[config.mk]
export PLATFORM = sky130hd
export DESIGN_NAME = cskipa_pipe
export DESIGN_NICKNAME = d
export VERILOG_FILES = /design/src/rtl/cskipa_pipe.sv
export SDC_FILE = /design/constraint.sdc
export NUM_CORES = 1
export LEC_CHECK = 0
export BUFFER_PORTS_ARGS = -buffer_cell sky130_fd_sc_hd__buf_2
export CAP_MARGIN = 30
export CELL_PAD_IN_SITES_DETAIL_PLACEMENT = 0
export CELL_PAD_IN_SITES_GLOBAL_PLACEMENT = 2
export CORE_ASPECT_RATIO = 2
export CORE_MARGIN = 2
export CORE_UTILIZATION = 37
export CTS_BUF_LIST = sky130_fd_sc_hd__clkbuf_4 sky130_fd_sc_hd__clkbuf_8
export CTS_CLUSTER_DIAMETER = 50
export DETAILED_ROUTE_END_ITERATION = 7
export PLACE_DENSITY = 0.89
export SLEW_MARGIN = 40
export SYNTH_ARGS = -nofsm -noshare
export SYNTH_HDL_FRONTEND = slang
export SYNTH_SLANG_ARGS = --single-unit
[constraint.sdc]
create_clock -name i_clk -period 6.85 [get_ports i_clk]
set_clock_uncertainty 0.2 [all_clocks]
set_input_delay 1.37 -clock i_clk [delete_from_list [all_inputs] [get_ports i_clk]]
set_output_delay 1.37 -clock i_clk [all_outputs]
set_load 0.02 [all_outputs]
[src/rtl/cskipa_pipe.sv]
// rtl/cskipa_pipe.sv - pipelined carry-skip adder/subtractor with valid/ready stream handshake
module cskipa_pipe #(
    parameter int WIDTH  = 41,
    parameter int BLOCK  = 4,
    parameter int STAGES = 3
) (
    input  logic             i_clk,
    input  logic             i_rst_n,
    input  logic             i_valid,
    output logic             o_ready,
    input  logic [WIDTH-1:0] i_add_term1,
    input  logic [WIDTH-1:0] i_add_term2,
    input  logic             i_cin,
    input  logic             i_sub,
    output logic             o_valid,
    input  logic             i_ready,
    output logic [WIDTH-1:0] o_sum,
    output logic             o_cout,
    output logic             o_ovf
);

    localparam int NBLK = (WIDTH + BLOCK - 1) / BLOCK;
    localparam int IW   = $clog2(WIDTH);
    // Operand registers are only needed between stages; keep at least one so the array is legal
    localparam int OPN  = (STAGES > 1) ? STAGES - 1 : 1;

    generate
        if (WIDTH < 2 || BLOCK < 1 || BLOCK > WIDTH || STAGES < 1 || STAGES > NBLK) begin : g_bad_param
            $error("cskipa_pipe: WIDTH/BLOCK/STAGES out of range");
        end
    endgenerate

    // Per-stage state: valid, inter-stage carry, sum bits completed so far
    logic [STAGES-1:0]            v_q;
    logic [STAGES-1:0]            c_q;
    logic [STAGES-1:0][WIDTH-1:0] s_q;
    // Operands still needed by later stages (full vectors, upper blocks not yet consumed)
    logic [OPN-1:0][WIDTH-1:0]    a_q;
    logic [OPN-1:0][WIDTH-1:0]    b_q;
    // Overflow is resolved in the last stage, which always owns the top block
    logic                         ovf_q;

    // Stage inputs and combinational stage results
    logic [STAGES-1:0]            v_in;
    logic [STAGES-1:0]            c_in;
    logic [STAGES-1:0][WIDTH-1:0] s_in;
    logic [STAGES-1:0][WIDTH-1:0] a_in;
    logic [STAGES-1:0][WIDTH-1:0] b_in;
    logic [STAGES-1:0]            c_nxt;
    logic [STAGES-1:0][WIDTH-1:0] s_nxt;
    logic                         ovf_nxt;

    logic [STAGES-1:0]            ld;
    logic                         ld_free;

    // Bubble-collapsing load enables: a stage loads if it or any stage downstream has room
    always_comb begin
        ld_free = i_ready;
        ld      = '0;
        for (int k = STAGES - 1; k >= 0; k--) begin
            ld_free = ld_free | ~v_q[k];
            ld[k]   = ld_free;
        end
    end

    genvar k;
    generate
        for (k = 0; k < STAGES; k++) begin : g_stage
            localparam int LO = (k * NBLK) / STAGES;
            localparam int HI = ((k + 1) * NBLK) / STAGES;

            logic [WIDTH-1:0] sum_w;
            logic             carry_w;
            logic             rc;
            logic             pall;
            logic             p;
            logic [IW-1:0]    idx;

            if (k == 0) begin : g_src_in
                // Subtraction folds into the adder as A + ~B + ~borrow
                assign v_in[0] = i_valid;
                assign a_in[0] = i_add_term1;
                assign b_in[0] = i_add_term2 ^ {WIDTH{i_sub}};
                assign c_in[0] = i_cin ^ i_sub;
                assign s_in[0] = '0;
            end else begin : g_src_prev
                assign v_in[k] = v_q[k-1];
                assign a_in[k] = a_q[k-1];
                assign b_in[k] = b_q[k-1];
                assign c_in[k] = c_q[k-1];
                assign s_in[k] = s_q[k-1];
            end

            // Evaluate this stage's skip blocks: ripple inside a block, bypass it when fully propagating
            always_comb begin
                sum_w   = s_in[k];
                carry_w = c_in[k];
                rc      = 1'b0;
                pall    = 1'b1;
                p       = 1'b0;
                idx     = '0;
                for (int j = LO; j < HI; j++) begin
                    rc   = carry_w;
                    pall = 1'b1;
                    for (int i = j * BLOCK; (i < j * BLOCK + BLOCK) && (i < WIDTH); i++) begin
                        idx        = IW'(i);
                        p          = a_in[k][idx] ^ b_in[k][idx];
                        sum_w[idx] = p ^ rc;
                        rc         = (a_in[k][idx] & b_in[k][idx]) | (p & rc);
                        pall       = pall & p;
                    end
                    carry_w = pall ? carry_w : rc;
                end
            end

            assign s_nxt[k] = sum_w;
            assign c_nxt[k] = carry_w;
        end
    endgenerate

    assign ovf_nxt = (a_in[STAGES-1][WIDTH-1] == b_in[STAGES-1][WIDTH-1])
                   && (s_nxt[STAGES-1][WIDTH-1] != a_in[STAGES-1][WIDTH-1]);

    // Pipeline registers; data only moves on a valid load so held outputs stay stable
    always_ff @(posedge i_clk or negedge i_rst_n) begin
        if (!i_rst_n) begin
            v_q   <= '0;
            c_q   <= '0;
            s_q   <= '0;
            a_q   <= '0;
            b_q   <= '0;
            ovf_q <= 1'b0;
        end else begin
            for (int s = 0; s < STAGES; s++) begin
                if (ld[s]) begin
                    v_q[s] <= v_in[s];
                    if (v_in[s]) begin
                        c_q[s] <= c_nxt[s];
                        s_q[s] <= s_nxt[s];
                    end
                end
            end
            for (int s = 0; s < STAGES - 1; s++) begin
                if (ld[s] && v_in[s]) begin
                    a_q[s] <= a_in[s];
                    b_q[s] <= b_in[s];
                end
            end
            if (ld[STAGES-1] && v_in[STAGES-1]) begin
                ovf_q <= ovf_nxt;
            end
        end
    end

    assign o_ready = ld[0];
    assign o_valid = v_q[STAGES-1];
    assign o_sum   = s_q[STAGES-1];
    assign o_cout  = c_q[STAGES-1];
    assign o_ovf   = ovf_q;

endmodule
=== Word-level counts from Yosys, hierarchy flattened ===
Index checks and enable logic that the tools add are counted.

* Flip-flop bits (word level): 252
* Bits of input ports: 88
* Word-level logic and storage cells: 277

* Equality and inequality tests: 2
* Muxes and demuxes: 11
* Bitwise gates (word level): 243
* Reductions and logical operators: 7

{| class="wikitable"
|+ Operator list
! kind !! count
|-
| bitwise AND 1 bit || 112
|-
| bitwise XOR 1 bit || 83
|-
| bitwise OR 1 bit || 44
|-
| bitwise XOR 41 bit || 1
|-
| 2-to-1 mux 1 bit || 11
|-
| AND reduction 2 bit || 3
|-
| logical AND 1 bit || 4
|-
| NOT 1 bit || 3
|-
| equality test 1 bit || 1
|-
| inequality test 1 bit || 1
|}

=== Depth between registers and ports, before layout ===
* Word-level depth: 37
* Depth in mapped cells: 26
* Gate-level depth less buffers: 26

=== Worst setup path before layout ===
No wires, ideal clock.

* Path type: input -> register
* From: input i_sub
* To: register s_q, in the netlist g_stage[1].sum_w[11]
* Data arrival time: 7.521 ns
* Data required time: 6.525 ns
* Slack: -0.996 ns
* Stages: 20
* Cell sequence: buf_4 > buf_2 > xor2_1 > inv_1 > fa_1 > fa_1 > fa_1 > fa_1 > mux2_2 > fa_1 > fa_1 > fa_1 > fa_1 > mux2_2 > fa_1 > fa_1 > fa_1 > inv_1 > fa_1 > mux2_2

* Longest elaborated chain between the ends: 27
* Elaborated cells on any way between the ends: 56
* Classes of those cells: mux (2); bitwise (54)

{| class="wikitable"
|+ Ends and longest elaborated chain
! item !! line !! text
|-
| start: declaration || 14 || <nowiki>input logic i_sub,</nowiki>
|-
| bitwise XOR 41 bit || 83 || <nowiki>assign b_in[0] = i_add_term2 ^ {WIDTH{i_sub}};</nowiki>
|-
| bitwise XOR 1 bit || 107 || <nowiki>p = a_in[k][idx] ^ b_in[k][idx];</nowiki>
|-
| bitwise AND 1 bit || 109 || <nowiki>rc = (a_in[k][idx] & b_in[k][idx]) | (p & rc);</nowiki>
|-
| bitwise OR 1 bit || 109 ||
|-
| bitwise AND 1 bit || 109 ||
|-
| bitwise OR 1 bit || 109 ||
|-
| bitwise AND 1 bit || 109 ||
|-
| bitwise OR 1 bit || 109 ||
|-
| [... 12 more ...] || -- ||
|-
| bitwise AND 1 bit || 109 ||
|-
| bitwise OR 1 bit || 109 ||
|-
| bitwise AND 1 bit || 109 ||
|-
| bitwise OR 1 bit || 109 ||
|-
| bitwise AND 1 bit || 109 ||
|-
| bitwise OR 1 bit || 109 ||
|-
| bitwise XOR 1 bit (*) || 108 || <nowiki>sum_w[idx] = p ^ rc;</nowiki>
|-
| via g_stage[0].sum_w[11] || 72 || <nowiki>logic [WIDTH-1:0] sum_w;</nowiki>
|-
| end signal: indexed assignment || 139 || <nowiki>s_q[s] <= s_nxt[s];</nowiki>
|-
| end: declaration || 36 || <nowiki>logic [STAGES-1:0][WIDTH-1:0] s_q;</nowiki>
|}

The timed path passes the listed nets; every way through them passes the cells marked *.
A chain may end at the register's enable or synchronous reset.

=== Final worst setup path ===
* From: register b_q, in the netlist b_in[53]
* To: register s_q, in the netlist g_stage[2].sum_w[27]

* Longest elaborated chain between the ends: 35
* Elaborated cells on any way between the ends: 39
* Classes of those cells: mux (3); bitwise (36)

{| class="wikitable"
|+ Ends and longest elaborated chain
! item !! line !! text
|-
| start: declaration || 39 || <nowiki>logic [OPN-1:0][WIDTH-1:0] b_q;</nowiki>
|-
| start signal: indexed assignment || 146 || <nowiki>b_q[s] <= b_in[s];</nowiki>
|-
| bitwise XOR 1 bit || 107 ||
|-
| bitwise AND 1 bit || 109 ||
|-
| bitwise OR 1 bit || 109 ||
|-
| bitwise AND 1 bit || 109 ||
|-
| bitwise OR 1 bit || 109 ||
|-
| bitwise AND 1 bit || 109 ||
|-
| bitwise OR 1 bit || 109 ||
|-
| bitwise AND 1 bit || 109 ||
|-
| [... 19 more ...] || -- ||
|-
| 2-to-1 mux 1 bit (*) || 112 || <nowiki>carry_w = pall ? carry_w : rc;</nowiki>
|-
| bitwise AND 1 bit (*) || 109 ||
|-
| bitwise OR 1 bit (*) || 109 ||
|-
| bitwise AND 1 bit (*) || 109 ||
|-
| bitwise OR 1 bit (*) || 109 ||
|-
| bitwise AND 1 bit (*) || 109 ||
|-
| bitwise OR 1 bit (*) || 109 ||
|-
| bitwise XOR 1 bit (*) || 108 ||
|}

Mark *: on every way between the ends. The rest lies on a longest branch, timed or not.

==> summary.txt <==
Finish
  • Layout cell share with drive strength beyond 1: 45.2%
  • Final Core Density: 45.0%
  • Fin nets: just over 900
  • Area Growth Syn to Fin: 19.6%
  • Design area: between 9000 and 10000 um^2
  • N_diodes: 0
  • # fillers: 2010

Setup path
  • Max FO, Critical Path: 2
  • Critical path capture point type: register
  • R2R cell count: 25
  • R2r endpoint: g_stage[2].sum_w[27]
  • Setup CP Type: register to register
  • Crit start category: register
  • R2R Setup Slk: -200 ps
  • Worst endpoint required time: 7040 ps
  • CP Data Arrival Time: 7240 ps
  • Critical R2R Launch: b_in[53]

Route
  • Drt first pass iters: 4
  • DR iter-0 viols: between 150 and 200
  • Routed Antenna Nets: 0
  • Vias: 4883
  • Residual DRC count: 0
  • DR WL/cell: 16.0 um
  • Post-Route WL: 16800 um
  • Vias per cell: 4.65

Worst hold path
  • Worst Hold Launch: o_sum[28]
  • Hold crit path type: register to register
  • Hold path depth: 2
  • Hold endpoint: o_sum[28]

STA
  • Worst rel slew slack: 51.0%
  • Worst-Margin Slew: 732 ps
  • Fmax: roughly 140 MHz
  • Hold WS: 283 ps
  • Final setup violation count: 2
  • Pins Over Slew Limit: 0
  • Fin. Hold Viols: 0
  • Setup WS post-layout: -201 ps
  • Min Clock Period, post-route: 7050 ps
  • Tcrit/Tclk final: 103%
  • RSZ-0062 raised after global routing: true

CTS
  • TritonCTS Sinks: 172
  • TritonCTS buffer count: 17
  • Worst-skew pair later-pin latency: 470 ps
  • Clock Path Buffers: 2
  • CTS tree: done
  • CTS H-tree lvls: 4
  • Worst-path clk slew: 100 ps
  • CTS root buffer: clkbuf_8

Global routing
  • Initial antenna violation count: 0
  • Vias in the first global route: 5472
  • First-pass GRT wire length: 27700 um
  • GR Overflow Total: 0
  • Largest net degree at the start of global routing: 82
  • Tot GR Track Use: 15.6%

Pwr
  • Max VDD drop: about 0.16 mV
  • Total power: 3.46 mW
  • PD cells: 349 nW/um^2
  • LEAKAGE: 4.58 nW

Die
  • IO Pins: 133
  • Overall die area: 23700 um^2
  • DIE HEIGHT: 216 um
  • Core area: 22100 um^2
  • Initial core utilization: 37.6%
  • Chip width: 110 um
  • # rows: 77

Synth
  • Syn Area/Cell: 13.6 um^2
  • Sequential-to-total area share from yosys stat: 51.8%
  • Mapped Area: 8300 um^2
  • YS warnings: 0
  • Post-Synthesis Cells: between 600 and 700
  • Number of synthesized register bits: 172
  • Syn_nets: 779
  • Synth unique cells: 24

Placement
  • Buffers on Ports: 132
  • Gpl congestion: 0.766
  • Post-Place Worst Slack: -391 ps
  • HPWL after DPL: 12300 um
  • Dpl cell area: about 9400 um^2

Run status
  • Status: complete, but fails checks
  • Failing checks: setup timing

Flow run
  • Maxcap violations: 0
synth_stat cells (all sizes together):
cell | number | share of area (%)
nand3b | 2 | 0.18
a22o | 1 | 0.11
a21oi | 4 | 0.24
a41oi | 1 | 0.11
buf | 24 | 1.5
o31ai | 2 | 0.18
nand2 | 49 | 2.2
clkbuf | 3 | 0.14
inv | 34 | 1.5
fa | 41 | 9.9
ha | 41 | 6.2
nand2b | 4 | 0.30
xor2 | 14 | 1.5
nand4b | 1 | 0.11
dfrtp | 172 | 52
nand4 | 10 | 0.75
nor2 | 6 | 0.27
xnor2 | 29 | 3.1
mux2 | 128 | 17
o21ai | 43 | 2.6
metal layers:
layer	GRT usage, %	vias to the layer above	part of all wire, %
li1	-	2314	-
met1	16.4	2455	37
met2	28.8	91	57
met3	3.44	23	3.0
met4	6.41	0	3.0
met5	0	-	0
logic make-up (layout without fill, tap and decap cells):
group	after synthesis	count (layout)	synth area share [%]
xor gates and xnor gates	43	43	4.54
adders and majority gates	82	82	16.1
buffers and inverters	61	226	3.13
and+or+nand+nor	72	72	3.83
AOI/OAI and AO/OA	51	51	3.23
muxes	128	128	17.4
DFF	172	172	51.8
sequential cells by signal (all words and copies together), names as in the netlist:
| signal | count |
|---|---|
| o_ovf | 1 |
| a_in | 42 |
| g_stage.sum_w | 40 |
| c_q | 3 |
| v_q | 3 |
| o_sum | 41 |
| b_in | 42 |
per-stage QoR:
step                      TNS, ps  cells
after floorplan              -344    609
after global placement       -847   1013
after detailed placement    -1520   1013
after CTS                    -376   1048
after global routing         -912   1050
final                        -339   1050
area by class of cell:
| class | instances | area, um^2 | share of cell area [%] |
|---|---|---|---|
| sequential | 172 | 4300 | 43.3 |
| inverter | 34 | 128 | 1.28 |
| multi-input combinational | 376 | 3870 | 39.0 |
| timing repair buffer | 160 | 883 | 8.89 |
| clock buffer | 18 | 241 | 2.43 |
| clock inverter | 14 | 159 | 1.60 |
| tap | 276 | 345 | 3.48 |
critical path, cell delays in order (launching register included):
cell     delay (ps)
dfrtp_1         400
inv_2            70
fa_2            200
inv_2            40
fa_2            330
fa_2            350
fa_2            330
mux2_4          280
fa_2            340
fa_2            350
fa_2            340
fa_2            340
a41oi_2         210
nor2_2           60
fa_2            340
fa_2            350
fa_2            350
fa_2            340
nand2_2          80
nand2_2          50
fa_2            350
fa_2            350
fa_2            340
inv_2            60
fa_1            390
o21ai_1         120
placed cells by master, fill, tap and decap left out, drive strengths merged, types with 6 or more instances in the layout:
cell	Yosys	layout
nor2	6	6
xor2	14	14
buf	24	159
dfrtp	172	172
ha	41	41
nand2	49	49
nand4	10	10
inv	34	39
mux2	128	128
fa	41	41
clkbuf	3	19
o21ai	43	43
xnor2	29	29
how the worst max path moves through the flow:
stage	cells past startpoint	slack [ps]	to	startpoint
floorplan	20	-290	g_stage[1].sum_w[11]	i_sub
global placement	19	-280	g_stage[1].sum_w[11]	i_sub
detailed placement	19	-390	g_stage[1].sum_w[11]	i_sub
CTS	25	-220	g_stage[2].sum_w[27]	c_q[0]
global route	25	-410	g_stage[2].sum_w[27]	b_in[53]
finish	25	-200	g_stage[2].sum_w[27]	b_in[53]
report_power, final:
| group | internal (mW) | switching (mW) | total [mW] | leakage (nW) |
|---|---|---|---|---|
| registers | 1.35 | 0.220 | 1.56 | 2.05 |
| logic | 0.585 | 0.594 | 1.18 | 2.34 |
| clock network | 0.335 | 0.386 | 0.720 | 0.192 |
| total | 2.26 | 1.20 | 3.46 | 4.58 |
what timing repair did:
action | 4_1_cts | 5_1_grt
hold buffers | 0 | 0
setup buffers | 3 | 2
setup endpoints to repair | 5 | 6
pin swaps | 1 | 2
resized for setup | 15 | 5
gates cloned | 0 | 0
Power figures use the tool's default switching activity.
